===== src/rtl/kgp_wb_pkg.sv =====
// Shared constants for the register-file write-back path: default widths and requester indices.
package kgp_wb_pkg;

   localparam int unsigned NUM_REQ_DEFAULT = 3;
   localparam int unsigned ADDR_W_DEFAULT  = 5;
   localparam int unsigned DATA_W_DEFAULT  = 32;

   localparam int unsigned REQ_ALU  = 0;
   localparam int unsigned REQ_MEM  = 1;
   localparam int unsigned REQ_LINK = 2;

endpackage


===== src/rtl/wb_rr_arbiter.sv =====
// Write-back arbiter: one-hot grant from a request vector.
// ARB_ROUND_ROBIN_EN selects round-robin with an internal pointer; otherwise lowest index wins.
import kgp_wb_pkg::*;

module wb_rr_arbiter #(
   parameter int unsigned NUM_REQ = NUM_REQ_DEFAULT
) (
`ifdef ARB_ROUND_ROBIN_EN
   input  logic               clk,
`endif
   input  logic               rst,
   input  logic [NUM_REQ-1:0] req,
   output logic [NUM_REQ-1:0] gnt
);

`ifdef ARB_ROUND_ROBIN_EN
   localparam int unsigned PTR_W = (NUM_REQ > 1) ? $clog2(NUM_REQ) : 1;

   logic [PTR_W-1:0] ptr_q, ptr_d;

   always_comb begin
      int unsigned idx;
      logic        found;
      gnt   = '0;
      ptr_d = ptr_q;
      found = 1'b0;
      idx   = 0;
      for (int unsigned off = 0; off < NUM_REQ; off++) begin
         idx = (32'(ptr_q) + off) % NUM_REQ;
         if (!found && req[idx] && !rst) begin
            gnt[idx] = 1'b1;
            found    = 1'b1;
            ptr_d    = PTR_W'((idx + 1) % NUM_REQ);
         end
      end
   end

   always_ff @(posedge clk or posedge rst) begin
      if (rst) ptr_q <= '0;
      else     ptr_q <= ptr_d;
   end
`else
   always_comb begin
      logic found;
      gnt   = '0;
      found = 1'b0;
      for (int unsigned i = 0; i < NUM_REQ; i++) begin
         if (!found && req[i] && !rst) begin
            gnt[i] = 1'b1;
            found  = 1'b1;
         end
      end
   end
`endif

endmodule


===== src/rtl/regfile_wb_arbiter.sv =====
// Register-file write-back arbiter with a destination scoreboard; writes appear one cycle after grant.
// Arbitration policy chosen by ARB_ROUND_ROBIN_EN (see wb_rr_arbiter).
import kgp_wb_pkg::*;

module regfile_wb_arbiter #(
   parameter int unsigned NUM_REQ = NUM_REQ_DEFAULT,
   parameter int unsigned ADDR_W  = ADDR_W_DEFAULT,
   parameter int unsigned DATA_W  = DATA_W_DEFAULT
) (
   input  logic                      clk,
   input  logic                      rst,
   input  logic [NUM_REQ-1:0]        req_valid,
   input  logic [NUM_REQ*ADDR_W-1:0] req_addr,
   input  logic [NUM_REQ*DATA_W-1:0] req_data,
   output logic [NUM_REQ-1:0]        req_ready,
   output logic                      rf_wren,
   output logic [ADDR_W-1:0]         rf_waddr,
   output logic [DATA_W-1:0]         rf_wdata,
   input  logic                      sb_set_valid,
   input  logic [ADDR_W-1:0]         sb_set_addr,
   input  logic [ADDR_W-1:0]         chk_addr0,
   input  logic [ADDR_W-1:0]         chk_addr1,
   output logic                      chk_busy0,
   output logic                      chk_busy1,
   output logic [2**ADDR_W-1:0]      sb_busy
);

   logic [NUM_REQ-1:0]   gnt;
   logic                 gnt_any;
   logic [ADDR_W-1:0]    sel_addr;
   logic [DATA_W-1:0]    sel_data;

   logic                 rf_wren_q,  rf_wren_d;
   logic [ADDR_W-1:0]    rf_waddr_q, rf_waddr_d;
   logic [DATA_W-1:0]    rf_wdata_q, rf_wdata_d;
   logic [2**ADDR_W-1:0] sb_busy_q,  sb_busy_d;

   wb_rr_arbiter #(
      .NUM_REQ (NUM_REQ)
   ) u_arb (
`ifdef ARB_ROUND_ROBIN_EN
      .clk     (clk),
`endif
      .rst     (rst),
      .req     (req_valid),
      .gnt     (gnt)
   );

   always_comb begin
      sel_addr = '0;
      sel_data = '0;
      for (int unsigned i = 0; i < NUM_REQ; i++) begin
         if (gnt[i]) begin
            sel_addr = req_addr[i*ADDR_W +: ADDR_W];
            sel_data = req_data[i*DATA_W +: DATA_W];
         end
      end
   end

   assign gnt_any   = |gnt;
   assign req_ready = gnt;

   always_comb begin
      rf_wren_d  = gnt_any;
      rf_waddr_d = gnt_any ? sel_addr : rf_waddr_q;
      rf_wdata_d = gnt_any ? sel_data : rf_wdata_q;
   end

   // Set is applied after clear so a same-address collision leaves the bit busy.
   always_comb begin
      sb_busy_d = sb_busy_q;
      if (rf_wren_q)    sb_busy_d[rf_waddr_q]  = 1'b0;
      if (sb_set_valid) sb_busy_d[sb_set_addr] = 1'b1;
   end

   always_ff @(posedge clk or posedge rst) begin
      if (rst) begin
         rf_wren_q  <= 1'b0;
         rf_waddr_q <= '0;
         rf_wdata_q <= '0;
         sb_busy_q  <= '0;
      end else begin
         rf_wren_q  <= rf_wren_d;
         rf_waddr_q <= rf_waddr_d;
         rf_wdata_q <= rf_wdata_d;
         sb_busy_q  <= sb_busy_d;
      end
   end

   assign rf_wren   = rf_wren_q;
   assign rf_waddr  = rf_waddr_q;
   assign rf_wdata  = rf_wdata_q;
   assign sb_busy   = sb_busy_q;

   // A granted write still in flight counts as pending for operand checks.
   assign chk_busy0 = sb_busy_q[chk_addr0] | (gnt_any && (sel_addr == chk_addr0));
   assign chk_busy1 = sb_busy_q[chk_addr1] | (gnt_any && (sel_addr == chk_addr1));

endmodule


===== config.mk =====
export PLATFORM = sky130hd
export DESIGN_NAME = regfile_wb_arbiter
export DESIGN_NICKNAME = d
export VERILOG_FILES = /design/src/rtl/kgp_wb_pkg.sv /design/src/rtl/wb_rr_arbiter.sv /design/src/rtl/regfile_wb_arbiter.sv
export SDC_FILE = /design/constraint.sdc
export NUM_CORES = 1
export LEC_CHECK = 0
export ABC_AREA = 1
export CAP_MARGIN = 30
export CORE_ASPECT_RATIO = 0.6
export CORE_MARGIN = 3
export CORE_UTILIZATION = 37
export CTS_CLUSTER_SIZE = 14
export DETAILED_ROUTE_END_ITERATION = 10
export GPL_ROUTABILITY_DRIVEN = 0
export MAX_ROUTING_LAYER = met4
export PLACE_DENSITY = 0.87
export RECOVER_POWER = 25
export SLEW_MARGIN = 20
export SYNTH_ARGS = -nofsm -noshare
export SYNTH_HDL_FRONTEND = slang
export SYNTH_SLANG_ARGS = --single-unit

===== constraint.sdc =====
create_clock -name clk -period 2.8 [get_ports clk]
set_input_delay 0.84 -clock clk [delete_from_list [all_inputs] [get_ports clk]]
set_output_delay 0.84 -clock clk [all_outputs]
set_load 0.05 [all_outputs]

==> results.yml <==
status:
  outcome: "finished with violations"
  violations: "capacitance limit, slew limit, setup timing"
critical_path:
  r2r_start: "rf_waddr[1]$_DFFE_PP0P_"
  critPathLaunch: "rst"
  crit_top_cell: "nand2_2"
  crit_required_ns: 1.96
  worstPathArrival_ns: 2.06
  r2r_slack_ns: 1.38
  critPathMaxStageDelay_ns: 0.20
  cp_cell_sequence: "buf_12, nor2_4, nand2_4, nand2_2, nand2_2, nand3_1, nand2_1, nor2_1, nand3_1, nand2_2, buf_12"
  start_kind: "primary input"
  r2r_cells: 4
  r2r_end: "sb_busy[24]$_DFF_PP0_"
  crit_fanout: 6
  crit_slowest_cell: "nor2_4"
  worstSetupPathType: "primary input to primary output"
  crit_path_end: "chk_busy1"
  worstSetupEndpointType: "primary output"
route:
  wl_per_cell_um: 18.5
  drt-initial-drc-count: 680
  vias: 5468
  antenna_left: 0
  vias_per_cell: 5.56
  first_pass_iters: 7
  route.detailed.drc: 0
  drt_wl_total_mm: 18.2
clock_tree:
  clk_pin_slew_ns: 0.05
  clock-sinks: 70
  cts_root_buffer: "clkbuf_16"
  cts_tree: "yes"
  holdBufCountCts: 0
  insertion_delay_ns: 0.33
  cts_made_buffers: 9
  cts_buffer_depth: 2
  htreeDepth: 3
sta:
  fin_setup_tns_ns: -0.190
  finalSetupViolCount: 2
  relSlewSlack_pct: -16.5
  min_period_ns: 2.90
  worstMarginPinSlew_ns: 1.75
  skew_ns: 0.00611
  maxSlewViolCount: 33
  clock.fmax_ghz: 0.345
  setup_slack_ns: -0.0978
  holdWs_ns: 0.509
  hold_viol: 0
  rsz0062_at_grt: "yes"
  timing.final.crit_share_pct: 103
global_routing:
  grtUsageTotal_pct: 29.5
  grt_pass1_vias: 5225
  overflow: 0
  grt_pass1_wl_mm: 28.2
  antenna_found_initial: 0
  grt_max_degree: 39
placement:
  dp.cells: 952
  detailed_place_hpwl_mm: 13.4
  numPortBuffers: 206
min_path:
  hp-start: "rf_wdata[19]$_DFFE_PP0P_"
  hold_path_class: "flop to flop"
floorplanning:
  die_area_um2: 12700
  die_h_um: 88.6
  rows: 29
  core-area_um2: 10800
  initial_core_util_pct: 38.9
  die_width_um: 144
  num_io_pins: 207
finish:
  finalNonFillerCells: 983
  drive_gt1_share_pct: 15.3
  seq_area_um2: 1750
  antenna-diode-count: 0
  fillCellCount: 908
  final_cell_mix: "173 x clkdlybuf4s50_1, 167 x nand2_1, 115 x nand3_1"
  fin_util_pct: 67.1
  syn_to_final_growth_pct: 72.5
  fin_nets: 971
  multi_input_area_um2: 2290
  final_common_cell: "clkdlybuf4s50_1"
logic_synthesis:
  netlist_instances: 597
  yosys_warnings: 0
  syn-num-nets: 729
  ys_seq_area_share_pct: 41.6
  syn_area_per_cell_um2: 7.05
  ys_seq_elements: 70
  synthesis.area_um2: 4210
  ys_types: 22
pwr:
  clkPwrFrac_pct: 19.6
  netSwitchingFraction_pct: 47.6
  p_seq_share_pct: 28.7
  p_leak_nw: 3.24
  ir_drop_mv: 0.654
  report.power.total_w: 0.00581
  power.internal_w: 0.00305
  power_density_nw_per_um2: 801
  pwr-share-comb_pct: 51.6
  p_switching_w: 0.00277
run:
  maxCapViolations: 1
-- cells by family (layout without fill, tap and decap cells) --
kind of cell,count (synthesis),in the layout,share of synthesized area [%]
DFF,70,70,41.6
buffers and inverters,79,326,7.73
AOI/OAI and AO/OA,81,81,10.7
and+or+nand+nor,367,367,39.9
-- worst min path at each step --
stage / to / slack, ns / cells past startpoint
finish: rf_wdata[19]$_DFFE_PP0P_ / 0.51 / 2
global route: rf_wdata[29]$_DFFE_PP0P_ / 0.52 / 2
global placement: rf_wdata[20]$_DFFE_PP0P_ / 0.50 / 2
CTS: rf_wdata[29]$_DFFE_PP0P_ / 0.51 / 2
floorplan: rf_waddr[0]$_DFFE_PP0P_ / 0.69 / 1
detailed placement: rf_wdata[18]$_DFFE_PP0P_ / 0.50 / 2
-- stage by stage --
stage	worst slack, ns	cell area, µm²
6_report	-0.0978	7260
5_1_grt	-0.157	7260
4_1_cts	-0.0260	7210
3_5_place_dp	-0.582	6690
3_3_place_gp	-0.532	6690
2_1_floorplan	0.00855	4220
-- routing by layer --
| layer | part of all wire [%] | vias to the layer above | GRT usage, % |
|---|---|---|---|
| met1 | 43 | 2533 | 41.1 |
| met2 | 42 | 387 | 42.1 |
| li1 | - | 2509 | - |
| met5 | 0 | - | - |
| met3 | 13 | 39 | 9.13 |
| met4 | 1.9 | 0 | 6.67 |
-- power by group through the flow --
stage	sequential [W]	clock, W	combinational, W
floorplan	0.00262	0	0.000691
global placement	0.00165	0	0.00288
detailed placement	0.00166	0	0.00291
CTS	0.00165	0.00117	0.00296
global route	0.00170	0.00121	0.00318
finish	0.00167	0.00114	0.00300
-- final cells by class --
type | instances | share of cell area [%]
Sequential cell | 70 | 24.1
Timing Repair Buffer | 256 | 34.8
Clock inverter | 6 | 0.983
Multi-Input combinational cell | 448 | 31.6
Clock buffer | 10 | 3.15
Tap cell | 139 | 2.40
Inverter | 54 | 3.00
-- state kept, by name, summed over array words and instances, names as in the netlist --
signal / count
rf_wren: 1
sb_busy: 32
rf_wdata: 32
rf_waddr: 5
-- cells in the mapped netlist --
cell type | instances | area, µm²
nand3b_1 | 3 | 22.5
o21ai_0 | 64 | 320
clkbuf_1 | 10 | 37.5
buf_1 | 2 | 7.51
buf_2 | 12 | 60.1
nand3_1 | 125 | 626
dfrtp_1 | 70 | 1750
a21oi_1 | 2 | 10.0
nand3_2 | 3 | 30.0
nand2_1 | 189 | 709
nand4_1 | 32 | 200
inv_1 | 52 | 195
nor2_1 | 10 | 37.5
inv_2 | 1 | 3.75
nor2_4 | 2 | 22.5
buf_8 | 1 | 15.0
o21ai_4 | 1 | 16.3
inv_4 | 1 | 6.26
o211ai_1 | 10 | 75.1
o21bai_1 | 4 | 30.0
nand3_4 | 1 | 17.5
nand2_2 | 2 | 12.5
-- what timing repair did --
| action | CTS | global route |
|---|---|---|
| setup endpoints to repair | 5 | 2 |
| cloned | 3 | 0 |
| resized for setup | 91 | 17 |
| buffers inserted | 13 | 0 |
| pin swaps | 35 | 19 |
-- worst max-delay path, delay by kind of cell --
family	cells	cell delay [ns]
buffers and inverters	2	0.26
and+or+nand+nor	9	0.95
Power figures use the tool's default switching activity.
